$ cat config.mk
export PLATFORM = sky130hd
export DESIGN_NAME = key_expand_128_flat
export DESIGN_NICKNAME = d
export VERILOG_FILES = /design/src/rtl/key_expand_128_pkg.sv /design/src/rtl/key_expand_128_if.sv /design/src/rtl/key_expand_128_sbox.sv /design/src/rtl/key_expand_128.sv /design/src/flat_wrapper.sv
export SDC_FILE = /design/constraint.sdc
export NUM_CORES = 2
export LEC_CHECK = 0
export BUFFER_PORTS_ARGS = -buffer_cell sky130_fd_sc_hd__buf_4
export CAP_MARGIN = 40
export CORE_ASPECT_RATIO = 0.5
export CORE_UTILIZATION = 35
export CTS_CLUSTER_SIZE = 8
export DETAILED_ROUTE_END_ITERATION = 12
export HOLD_SLACK_MARGIN = 0.06
export PLACE_DENSITY = 0.61
export SLEW_MARGIN = 25
export SYNTH_ARGS = -nofsm -noshare
export SYNTH_HDL_FRONTEND = slang
export SYNTH_SLANG_ARGS = --single-unit
$ cat constraint.sdc
create_clock -name clk -period 42.9 [get_ports clk]
set_input_delay 6.435 -clock clk [delete_from_list [all_inputs] [get_ports clk]]
set_output_delay 6.435 -clock clk [all_outputs]
set_load 0.02 [all_outputs]
$ cat src/rtl/key_expand_128_pkg.sv
// Shared definitions for the AES-128 key expander: FSM encoding, round count,
// ROM address width and word/byte helpers.
package key_expand_128_pkg;

  typedef enum logic [1:0] {
    ST_IDLE  = 2'd0,
    ST_FETCH = 2'd1,
    ST_CALC  = 2'd2
  } state_t;

  localparam int AES_NR      = 10;
  localparam int RCON_ADDR_W = 4;

  function automatic logic [31:0] rot_word(input logic [31:0] w);
    return {w[23:0], w[31:24]};
  endfunction

  function automatic logic [7:0] xtime(input logic [7:0] b);
    return {b[6:0], 1'b0} ^ (b[7] ? 8'h1b : 8'h00);
  endfunction

endpackage

$ cat src/rtl/key_expand_128_if.sv
// Bundle of the key expander's control, round-key and rcon ROM read signals.
interface key_expand_128_if;
  import key_expand_128_pkg::*;

  logic                   start;
  logic [127:0]           key_in;
  logic [RCON_ADDR_W-1:0] rcon_addr;
  logic [31:0]            rcon_dout;
  logic [127:0]           rk;
  logic [3:0]             rk_idx;
  logic                   rk_valid;
  logic                   busy;
  logic                   done;

  modport master (
    input  start, key_in, rcon_dout,
    output rcon_addr, rk, rk_idx, rk_valid, busy, done
  );

  modport slave (
    output start, key_in, rcon_dout,
    input  rcon_addr, rk, rk_idx, rk_valid, busy, done
  );
endinterface

$ cat src/rtl/key_expand_128_sbox.sv
// Combinational AES S-box: multiplicative inverse in GF(2^8) followed by the
// affine transform, so no lookup table is needed.
module key_expand_128_sbox
  import key_expand_128_pkg::*;
(
  input  logic [7:0] a,
  output logic [7:0] s
);

  function automatic logic [7:0] gmul(input logic [7:0] x, input logic [7:0] y);
    logic [7:0] acc;
    logic [7:0] sh;
    acc = 8'h00;
    sh  = x;
    for (int i = 0; i < 8; i++) begin
      if (y[i]) acc = acc ^ sh;
      sh = xtime(sh);
    end
    return acc;
  endfunction

  // a^254 == a^-1 for a != 0, and 0 maps to 0 as the S-box requires
  function automatic logic [7:0] gf_inv(input logic [7:0] x);
    logic [7:0] x2, x3, x6, x12, x15, x30, x60, x120, x240, x252;
    x2   = gmul(x, x);
    x3   = gmul(x2, x);
    x6   = gmul(x3, x3);
    x12  = gmul(x6, x6);
    x15  = gmul(x12, x3);
    x30  = gmul(x15, x15);
    x60  = gmul(x30, x30);
    x120 = gmul(x60, x60);
    x240 = gmul(x120, x120);
    x252 = gmul(x240, x12);
    return gmul(x252, x2);
  endfunction

  function automatic logic [7:0] affine(input logic [7:0] b);
    return b ^ {b[6:0], b[7]} ^ {b[5:0], b[7:6]} ^ {b[4:0], b[7:5]} ^
           {b[3:0], b[7:4]} ^ 8'h63;
  endfunction

  assign s = affine(gf_inv(a));

endmodule

$ cat src/rtl/key_expand_128.sv
// AES-128 key-expansion sequencer: emits round keys 0..10 one at a time,
// reading each round's Rcon from an external registered ROM.
module key_expand_128
  import key_expand_128_pkg::*;
#(
  parameter int RCON_LAT = 1
) (
  input  logic              clk,
  input  logic              rst,
  key_expand_128_if.master  bus
);

  localparam int WAIT_W = (RCON_LAT > 1) ? $clog2(RCON_LAT) : 1;

  state_t                 state;
  state_t                 state_nxt;
  logic [WAIT_W-1:0]      wait_cnt;
  logic [RCON_ADDR_W-1:0] round;
  logic [127:0]           rk_q;
  logic [3:0]             idx_q;
  logic                   vld_q;
  logic                   busy_q;
  logic                   done_q;
  logic                   accept;
  logic                   last_wait;
  logic                   last_round;

  logic [31:0]  w0, w1, w2, w3;
  logic [31:0]  rot_w, sub_w, t_w;
  logic [31:0]  n0, n1, n2, n3;

  // busy stays up through the done cycle, which keeps a start there from being taken
  assign accept     = (state == ST_IDLE) && bus.start && !busy_q;
  assign last_wait  = (wait_cnt == WAIT_W'(RCON_LAT - 1));
  assign last_round = (round == RCON_ADDR_W'(AES_NR));

  always_ff @(posedge clk) begin
    if (rst) state <= ST_IDLE;
    else     state <= state_nxt;
  end

  always_comb begin
    state_nxt = state;
    case (state)
      ST_IDLE:  if (accept) state_nxt = ST_FETCH;
      ST_FETCH: if (last_wait) state_nxt = ST_CALC;
      ST_CALC:  state_nxt = last_round ? ST_IDLE : ST_FETCH;
      default:  state_nxt = ST_IDLE;
    endcase
  end

  always_comb begin
    bus.rcon_addr = '0;
    if (state != ST_IDLE) bus.rcon_addr = round;
  end

  always_ff @(posedge clk) begin
    if (rst)                                 wait_cnt <= '0;
    else if (state == ST_FETCH && !last_wait) wait_cnt <= wait_cnt + WAIT_W'(1);
    else                                     wait_cnt <= '0;
  end

  assign w0    = rk_q[127:96];
  assign w1    = rk_q[95:64];
  assign w2    = rk_q[63:32];
  assign w3    = rk_q[31:0];
  assign rot_w = rot_word(w3);

  for (genvar g = 0; g < 4; g++) begin : g_sbox
    key_expand_128_sbox u_sbox (
      .a (rot_w[31-8*g -: 8]),
      .s (sub_w[31-8*g -: 8])
    );
  end

  assign t_w = sub_w ^ bus.rcon_dout;
  assign n0  = w0 ^ t_w;
  assign n1  = w1 ^ n0;
  assign n2  = w2 ^ n1;
  assign n3  = w3 ^ n2;

  // round-key register doubles as the working key for the next round
  always_ff @(posedge clk) begin
    if (rst) begin
      rk_q   <= '0;
      idx_q  <= '0;
      vld_q  <= 1'b0;
      busy_q <= 1'b0;
      done_q <= 1'b0;
      round  <= '0;
    end else begin
      vld_q  <= 1'b0;
      done_q <= 1'b0;
      if (done_q) busy_q <= 1'b0;
      if (accept) begin
        rk_q   <= bus.key_in;
        idx_q  <= '0;
        vld_q  <= 1'b1;
        busy_q <= 1'b1;
        round  <= RCON_ADDR_W'(1);
      end else if (state == ST_CALC) begin
        rk_q  <= {n0, n1, n2, n3};
        idx_q <= round;
        vld_q <= 1'b1;
        if (last_round) done_q <= 1'b1;
        else            round  <= round + RCON_ADDR_W'(1);
      end
    end
  end

  assign bus.rk       = rk_q;
  assign bus.rk_idx   = idx_q;
  assign bus.rk_valid = vld_q;
  assign bus.busy     = busy_q;
  assign bus.done     = done_q;

endmodule

$ cat src/flat_wrapper.sv
// flat-port wrapper written by rule: the top's interface ports become plain ports
module key_expand_128_flat import key_expand_128_pkg::*;
#(
  parameter int RCON_LAT = 1
)
  (clk, rst, bus_start, bus_key_in, bus_rcon_dout, bus_rcon_addr, bus_rk, bus_rk_idx, bus_rk_valid, bus_busy, bus_done);
  key_expand_128_if bus_i ();
  input  logic clk;
  input  logic rst;
  input wire logic [$bits(bus_i.start)-1:0] bus_start;
  input wire logic [$bits(bus_i.key_in)-1:0] bus_key_in;
  input wire logic [$bits(bus_i.rcon_dout)-1:0] bus_rcon_dout;
  output wire logic [$bits(bus_i.rcon_addr)-1:0] bus_rcon_addr;
  output wire logic [$bits(bus_i.rk)-1:0] bus_rk;
  output wire logic [$bits(bus_i.rk_idx)-1:0] bus_rk_idx;
  output wire logic [$bits(bus_i.rk_valid)-1:0] bus_rk_valid;
  output wire logic [$bits(bus_i.busy)-1:0] bus_busy;
  output wire logic [$bits(bus_i.done)-1:0] bus_done;
  assign bus_i.start = bus_start;
  assign bus_i.key_in = bus_key_in;
  assign bus_i.rcon_dout = bus_rcon_dout;
  assign bus_rcon_addr = bus_i.rcon_addr;
  assign bus_rk = bus_i.rk;
  assign bus_rk_idx = bus_i.rk_idx;
  assign bus_rk_valid = bus_i.rk_valid;
  assign bus_busy = bus_i.busy;
  assign bus_done = bus_i.done;
  key_expand_128 #(.RCON_LAT(RCON_LAT)) u_core (.clk(clk), .rst(rst), .bus(bus_i));
endmodule
## After elaboration in Yosys (flattened, before gate mapping)

Cells that the tools add are included.

- $add $sub $neg: 2
- Equal/unequal tests: 6
- Multiplexer cells: 675
- Bitwise logic cells: 644
- Reductions and logical operators: 14

Operator list:

| operator | count |
|---|---|
| $mux W8 | 352 |
| $xor A8 B8 Y8 | 324 |
| $xor A8 B5 Y8 | 308 |
| $mux W5 | 308 |
| $mux W128 | 2 |
| $xor A32 B32 Y32 | 5 |
| $not A4 Y4 | 4 |
| $mux W1 | 9 |
| $pmux W2 S3 | 1 |
| $reduce_and A2 Y1 | 3 |
| $reduce_bool A2 Y1 | 3 |
| $add A4 B1 Y4 const B | 1 |
| $eq A4 B4 Y1 const B | 1 |
| $mux W2 | 2 |
| $mux W4 | 1 |
| $ne A2 B1 Y1 const B | 2 |
| $reduce_or A2 Y1 | 2 |
| $logic_and A1 B1 Y1 | 3 |
| $not A1 Y1 | 3 |
| $reduce_or A3 Y1 | 1 |
| $eq A2 B1 Y1 const B | 1 |
| $eq A2 B2 Y1 const B | 1 |
| $logic_not A2 Y1 | 1 |
| $ne A2 B2 Y1 const B | 1 |
| other kinds (2) | 2 |

- Register bits after elaboration: 142
- Bits of input ports: 163
- Output and inout port bits: 139
- Word-level logic and storage cells: 1350

## Logic depth before layout (Yosys ltp)

- Depth in word-level cells: 188
- Mapped depth: 81
- Mapped depth without buffers: 71

## Hierarchy

A second synthesis with hierarchy kept.

- Cells, all modules: 6283
- Area total of the unflattened synthesis: 51833.5 um2

Modules (own cells, without submodules):

| module | times used | cells each | area an instance (um2) | sequential area each (um2) |
|---|---|---|---|---|
| key_expand_128_sbox | 4 | 1346 | 10839.1 | 0.0 |
| key_expand_128 | 1 | 899 | 8476.9 | 2842.7 |

## Worst setup path after synthesis

OpenSTA, ideal clock, no wires.

- Kind: register to register
- Start point: reg u_core.rk_q[23] (netlist: u_core.bus.rk[23])
- End point: reg u_core.rk_q[25] (netlist: u_core.bus.rk[25])
- Arrival: 19333 ps
- Path slack: 23490 ps
- Cell stages (with the launch flop): 73
- Buffers on the path: 7
- Clock period less this slack: 19410 ps
- Cell sequence: dfxtp_1 -> buf_6 -> nand2_1 -> xnor3_2 -> xnor2_2 -> xnor3_1 -> o21a_2 -> xnor3_2 -> a211oi_2 -> a211oi_2 -> or3_1 -> and2_4 -> buf_8 -> inv_4 -> buf_12 -> clkbuf_8 -> ha_1 -> xor3_1 -> (+37 left out) -> xnor2_1 -> xor2_2 -> xnor2_1 -> xor2_1 -> nand2_1 -> xnor3_1 -> xnor3_1 -> xnor3_2 -> or4_2 -> o2111a_1 -> xnor3_1 -> xnor3_2 -> xor2_2 -> xnor3_2 -> xnor2_2 -> xnor2_1 -> or3_1 -> a41oi_2

- Word-level cells in the longest chain between the ends: 181

Ends and longest elaborated chain:

| what | line | text |
|---|---|---|
| from (decl) | key_expand_128.sv:19 | `logic [127:0] rk_q;` |
| from (signal assigned) | key_expand_128.sv:96 | `rk_q <= bus.key_in;` |
| from (signal assigned) | key_expand_128.sv:102 | `rk_q <= {n0, n1, n2, n3};` |
| $mux W5 or $mux W8 (tied branches) | key_expand_128_pkg.sv:19, key_expand_128_sbox.sv:16 |  |
| $xor A8 B5 Y8 or $xor A8 B8 Y8 (tied branches) | key_expand_128_pkg.sv:19, key_expand_128_sbox.sv:16 |  |
| $xor A8 B8 Y8 or $mux W8 (tied branches) | key_expand_128_sbox.sv:16 | `if (y[i]) acc = acc ^ sh;` |
| $mux W8 or $xor A8 B8 Y8 (tied branches) | key_expand_128_sbox.sv:16 |  |
| $xor A8 B8 Y8 or $mux W8 (tied branches) | key_expand_128_sbox.sv:16 |  |
| $mux W8 or $xor A8 B8 Y8 (tied branches) | key_expand_128_sbox.sv:16 |  |
| $xor A8 B8 Y8 or $mux W8 (tied branches) | key_expand_128_sbox.sv:16 |  |
| $mux W8 or $xor A8 B8 Y8 (tied branches) | key_expand_128_sbox.sv:16 |  |
| (+165 left out) | -- |  |
| $not A4 Y4 (no line) * | -- |  |
| $xor A32 B32 Y32 * | key_expand_128.sv:76 | `assign t_w = sub_w ^ bus.rcon_dout;` |
| $xor A32 B32 Y32 * | key_expand_128.sv:77 | `assign n0 = w0 ^ t_w;` |
| $xor A32 B32 Y32 * | key_expand_128.sv:78 | `assign n1 = w1 ^ n0;` |
| $xor A32 B32 Y32 * | key_expand_128.sv:79 | `assign n2 = w2 ^ n1;` |
| $xor A32 B32 Y32 * | key_expand_128.sv:80 | `assign n3 = w3 ^ n2;` |
| $mux W128 * | key_expand_128.sv:101 | `end else if (state == ST_CALC) begin` |
| $mux W128 * | key_expand_128.sv:95 | `if (accept) begin` |

Every way passes the cells marked *; elsewhere a longest branch is shown, timed or not. The select of a mux whose other input is x is not followed.
A chain may end at the register's enable or synchronous reset.

## Worst setup path in the final report

- Start point: reg u_core.rk_q[16] (netlist: u_core.bus.rk[16])
- End point: reg u_core.rk_q[124] (netlist: u_core.bus.rk[124])

- Word-level cells in the longest chain between the ends: 177

Ends and longest elaborated chain:

| what | line | text |
|---|---|---|
| $mux W8 | key_expand_128_sbox.sv:16 |  |
| $xor A8 B8 Y8 | key_expand_128_sbox.sv:16 |  |
| $mux W8 | key_expand_128_sbox.sv:16 |  |
| $xor A8 B8 Y8 | key_expand_128_sbox.sv:16 |  |
| $mux W8 | key_expand_128_sbox.sv:16 |  |
| $xor A8 B8 Y8 | key_expand_128_sbox.sv:16 |  |
| $mux W8 | key_expand_128_sbox.sv:16 |  |
| $xor A8 B8 Y8 | key_expand_128_sbox.sv:16 |  |
| (+159 left out) | -- |  |
| $xor A8 B8 Y8 | key_expand_128_sbox.sv:16 |  |
| $mux W8 * | key_expand_128_sbox.sv:16 |  |
| $xor A8 B8 Y8 (3 in a row) | key_expand_128_sbox.sv:39 | `return b ^ {b[6:0], b[7]} ^ {b[5:0], b[7:6]} ^ {b[4:0], b[7:5]} ^` |
| $xor A8 B8 Y8 * | key_expand_128_sbox.sv:39 |  |
| $xor A32 B32 Y32 * | key_expand_128.sv:76 |  |
| $xor A32 B32 Y32 * | key_expand_128.sv:77 |  |
| $mux W128 * | key_expand_128.sv:101 |  |
| $mux W128 * | key_expand_128.sv:95 |  |

Marked as above.

==> impl_metrics.py <==
metrics = {
    "status": {
        "status": "completed",
    },
    "synth": {
        "synth-compound-area-share_pct": 16.5,
        "synth_flop_cell": "dfxtp_1",
        "synth_fa_ha_area_share_pct": 0.668,
        "main_combinational_cell_family_by_area_after_synthesis": "XOR/XNOR gates",
        "synth.ff_latch_count": 142,
        "count_of_unique_library_cells_instantiated_by_yosys": 167,
        "syn_area_um2": 56200,
        "post_synth_edffs": 0,
        "ys_seq_area_share_pct": 5.06,
        "simple_gate_share_of_the_synthesized_area_pct": 19.0,
        "ys_warn_count": 0,
        "synth_xor_area_share_pct": 47.1,
        "postSynthAreaPerCell_um2": 8.28,
        "yosys-mux-area-fraction_pct": 4.61,
        "postSynthCellCount": 6781,
        "synthArstFlopShare_pct": 0,
        "net_count_synth": 6974,
    },
    "critical_path": {
        "reg2reg_to": "u_core.bus.rk[124]$_SDFFE_PP0P_",
        "most_frequent_cp_cell": "xnor2_1",
        "critical_path.max_stage_delay_ns": 0.75,
        "rr_startpoint": "u_core.bus.rk[16]$_SDFFE_PP0P_",
        "endpoint_kind": "flop",
        "worstPathRequired_ns": 43.24,
        "timing.critical_path.fanout_max": 18,
        "rrSetupSlack_ns": 20.15,
        "end_of_the_critical_path": "u_core.bus.rk[124]$_SDFFE_PP0P_",
        "worst_setup_path_startpoint": "u_core.bus.rk[16]$_SDFFE_PP0P_",
        "criticalPathCategory": "flop to flop",
        "arrival_ns": 23.09,
        "slowest_stage": "dfxtp_1",
        "worstSetupStartpointType": "flop",
        "worstRegToRegCells": 68,
    },
    "timing": {
        "largest_clock_skew_in_the_final_design_ns": 0.0252,
        "finalSetupTns_ns": 0,
        "max_freq_mhz": 44.0,
        "period_needed_ns": 22.75,
        "setup_ws_ns": 20.15,
        "drv_slew": 0,
        "final_min_period_over_clock_period_pct": 53.0,
        "relative_max_transition_margin_pct": 39.3,
        "hold_slack_ns": 0.433,
        "rsz0062_at_grt": "false",
        "worst_pin_slew_ns": 0.905,
        "finalHoldViolCount": 0,
        "setup_viol_count_final": 0,
    },
    "detailed_routing": {
        "routedWlPerCell_um": 19.3,
        "vias_post_dr": 48600,
        "detail_route.iter0.violations": 4004,
        "dr.max_layer_used": "met4",
        "wl_met1_um": 75200,
        "ant_nets": 0,
        "wirelength_um": 173000,
        "post_drt_via_cell_ratio": 5.41,
        "detailedRoute.firstPassIterationCount": 8,
        "detailed_routed_wire_length_on_met3_um": 6680,
        "drc": 0,
        "met2RoutedLength_um": 82100,
    },
    "placement": {
        "placement.setup.worst_slack_ns": 20.36,
        "hpwlAfterDp_um": 130000,
        "io_buffers": 301,
        "dpl-instance-area_um2": 59400,
        "routabilityCongestion": 0.942,
    },
    "cts": {
        "worstSkewPairLatency_ns": 0.47,
        "root_buffer": "clkbuf_16",
        "number_of_gates_given_a_new_drive_strength_after_cts": 0,
        "post_cts.repair.setup_buffers": 0,
        "cts_made_buffers": 17,
        "clk_transition_reported_paths_ns": 0.08,
        "cts_tree": "built",
        "holdBufCountCts": 0,
        "cts.sinks": 142,
        "htreeDepth": 4,
        "cts_max_path_buffers": 2,
    },
    "hold_path": {
        "hold_path_class": "flop to flop",
    },
    "global_route": {
        "track_usage_pct": 20.5,
        "grt_antenna_before_repair": 14,
        "grt_remaining_overflow": 0,
        "grt_pass1_wl_um": 270000,
        "number_of_global_route_vias_before_repair": 45100,
        "pin_count_of_the_biggest_net_entering_global_routing": 104,
    },
    "finish": {
        "syn2layout_area_growth_pct": 7.09,
        "final_layout_size_suffix_gt1_share_pct": 15.5,
        "design_area_um2": 60100,
        "nNetsFinal": 7054,
    },
    "die": {
        "io_pins": 302,
        "initial_utilization_pct": 35.4,
        "floorplan.die.height_um": 285,
        "dieArea_um2": 162000,
        "core_area_um2": 159000,
        "rows": 103,
        "die_width_um": 569,
    },
    "flow_run": {
        "cap_violations": 0,
    },
}
-- per-layer routing --
metal | vias to the layer above | track usage [%]
li1 | 23800 | -
met1 | 23200 | 26.5
met2 | 1389 | 34.4
met3 | 236 | 1.11
met4 | 0 | 11.1
met5 | - | 0
-- logic make-up after synthesis --
logic type                 after synthesis
AOI/OAI and AO/OA                     1300
xor gates and xnor gates              2169
adders and majority gates               30
buffers and inverters                  588
DFF                                    142
muxes                                  242
other                                    1
and+or+nand+nor                       2309
-- stage by stage --
stage / instances / utilization (%)
after detailed placement: 8924 / 37.5
final: 8988 / 37.9
after CTS: 8956 / 37.8
after global routing: 8988 / 37.9
after global placement: 8889 / 37.2
after floorplan: 6781 / -
-- worst max-delay path: cells and delay by family, from the launching register on --
| kind | cells | cell delay (ns) |
|---|---|---|
| xor gates and xnor gates | 33 | 12.59 |
| muxes | 3 | 1.16 |
| AOI/OAI and AO/OA | 7 | 1.56 |
| and+or+nand+nor | 12 | 2.52 |
| DFF | 1 | 0.75 |
| buffers and inverters | 7 | 1.45 |
| adders and majority gates | 6 | 2.56 |
-- Yosys cell counts (98+ instances only) --
library cell | n | share of area, %
nor3_1 | 170 | 1.5
o21ai_0 | 185 | 1.6
a22oi_1 | 116 | 1.6
xnor2_2 | 111 | 3.2
buf_2 | 98 | 0.87
dfxtp_1 | 142 | 5.1
xnor2_1 | 1196 | 19
a21oi_1 | 290 | 2.6
nor2_1 | 682 | 4.6
nand2_1 | 756 | 5.1
nand3_1 | 207 | 1.8
mux2i_1 | 183 | 3.3
clkbuf_1 | 152 | 1.0
xnor3_1 | 285 | 11
xor2_1 | 383 | 6.0
-- registers in the layout (all words and copies together), names as in the netlist --
signal,cells
u_core.bus.busy,1
u_core.bus.done,1
u_core.bus.rk,128
u_core.bus.rk_idx,4
u_core.bus.rk_valid,1
u_core.round,4
u_core.state,2
u_core.wait_cnt,1
-- placed cells by master (no fill, tap or decap), types with 50 or more instances in the layout --
master / count
a22oi_1: 116
nor3_1: 170
xnor3_2: 52
xnor2_1: 1190
xnor3_1: 285
o211ai_1: 50
dfxtp_1: 141
mux2i_1: 183
xor2_1: 379
o22ai_1: 54
a211oi_1: 51
nand3_1: 207
nand2b_1: 77
xnor2_2: 117
a21oi_1: 290
nand2_1: 756
or3_1: 52
a31oi_1: 67
xor2_2: 52
nor2_1: 681
nor2b_1: 58
o21ai_0: 185
buf_4: 488
inv_1: 93
-- cell type report --
class / count / area, µm²
fillers: 16300 / 98400
multi-input cells: 6051 / 49500
repair buffers: 530 / 4120
flip-flops and latches: 142 / 2840
well taps: 2100 / 2630
inverters: 119 / 454
clock buffers: 18 / 439
clock inverters: 14 / 145
diodes: 14 / 35.0
-- worst min-delay path by stage --
stage                                     startpoint                      endpoint  slack, ns  cells past startpoint
after floorplan           u_core.wait_cnt$_SDFF_PP0_  u_core.state[1]$_SDFFE_PP0P_       0.40                      1
after global placement    u_core.wait_cnt$_SDFF_PP0_  u_core.state[1]$_SDFFE_PP0P_       0.42                      1
after detailed placement  u_core.wait_cnt$_SDFF_PP0_  u_core.state[1]$_SDFFE_PP0P_       0.42                      1
after CTS                 u_core.wait_cnt$_SDFF_PP0_  u_core.state[1]$_SDFFE_PP0P_       0.43                      1
after global routing      u_core.wait_cnt$_SDFF_PP0_  u_core.state[1]$_SDFFE_PP0P_       0.45                      1
final                     u_core.wait_cnt$_SDFF_PP0_  u_core.state[1]$_SDFFE_PP0P_       0.43                      1
Power is left out: the tool's default activity adds up to more than one toggle a clock period on the data nets, which glitch-free logic cannot reach.
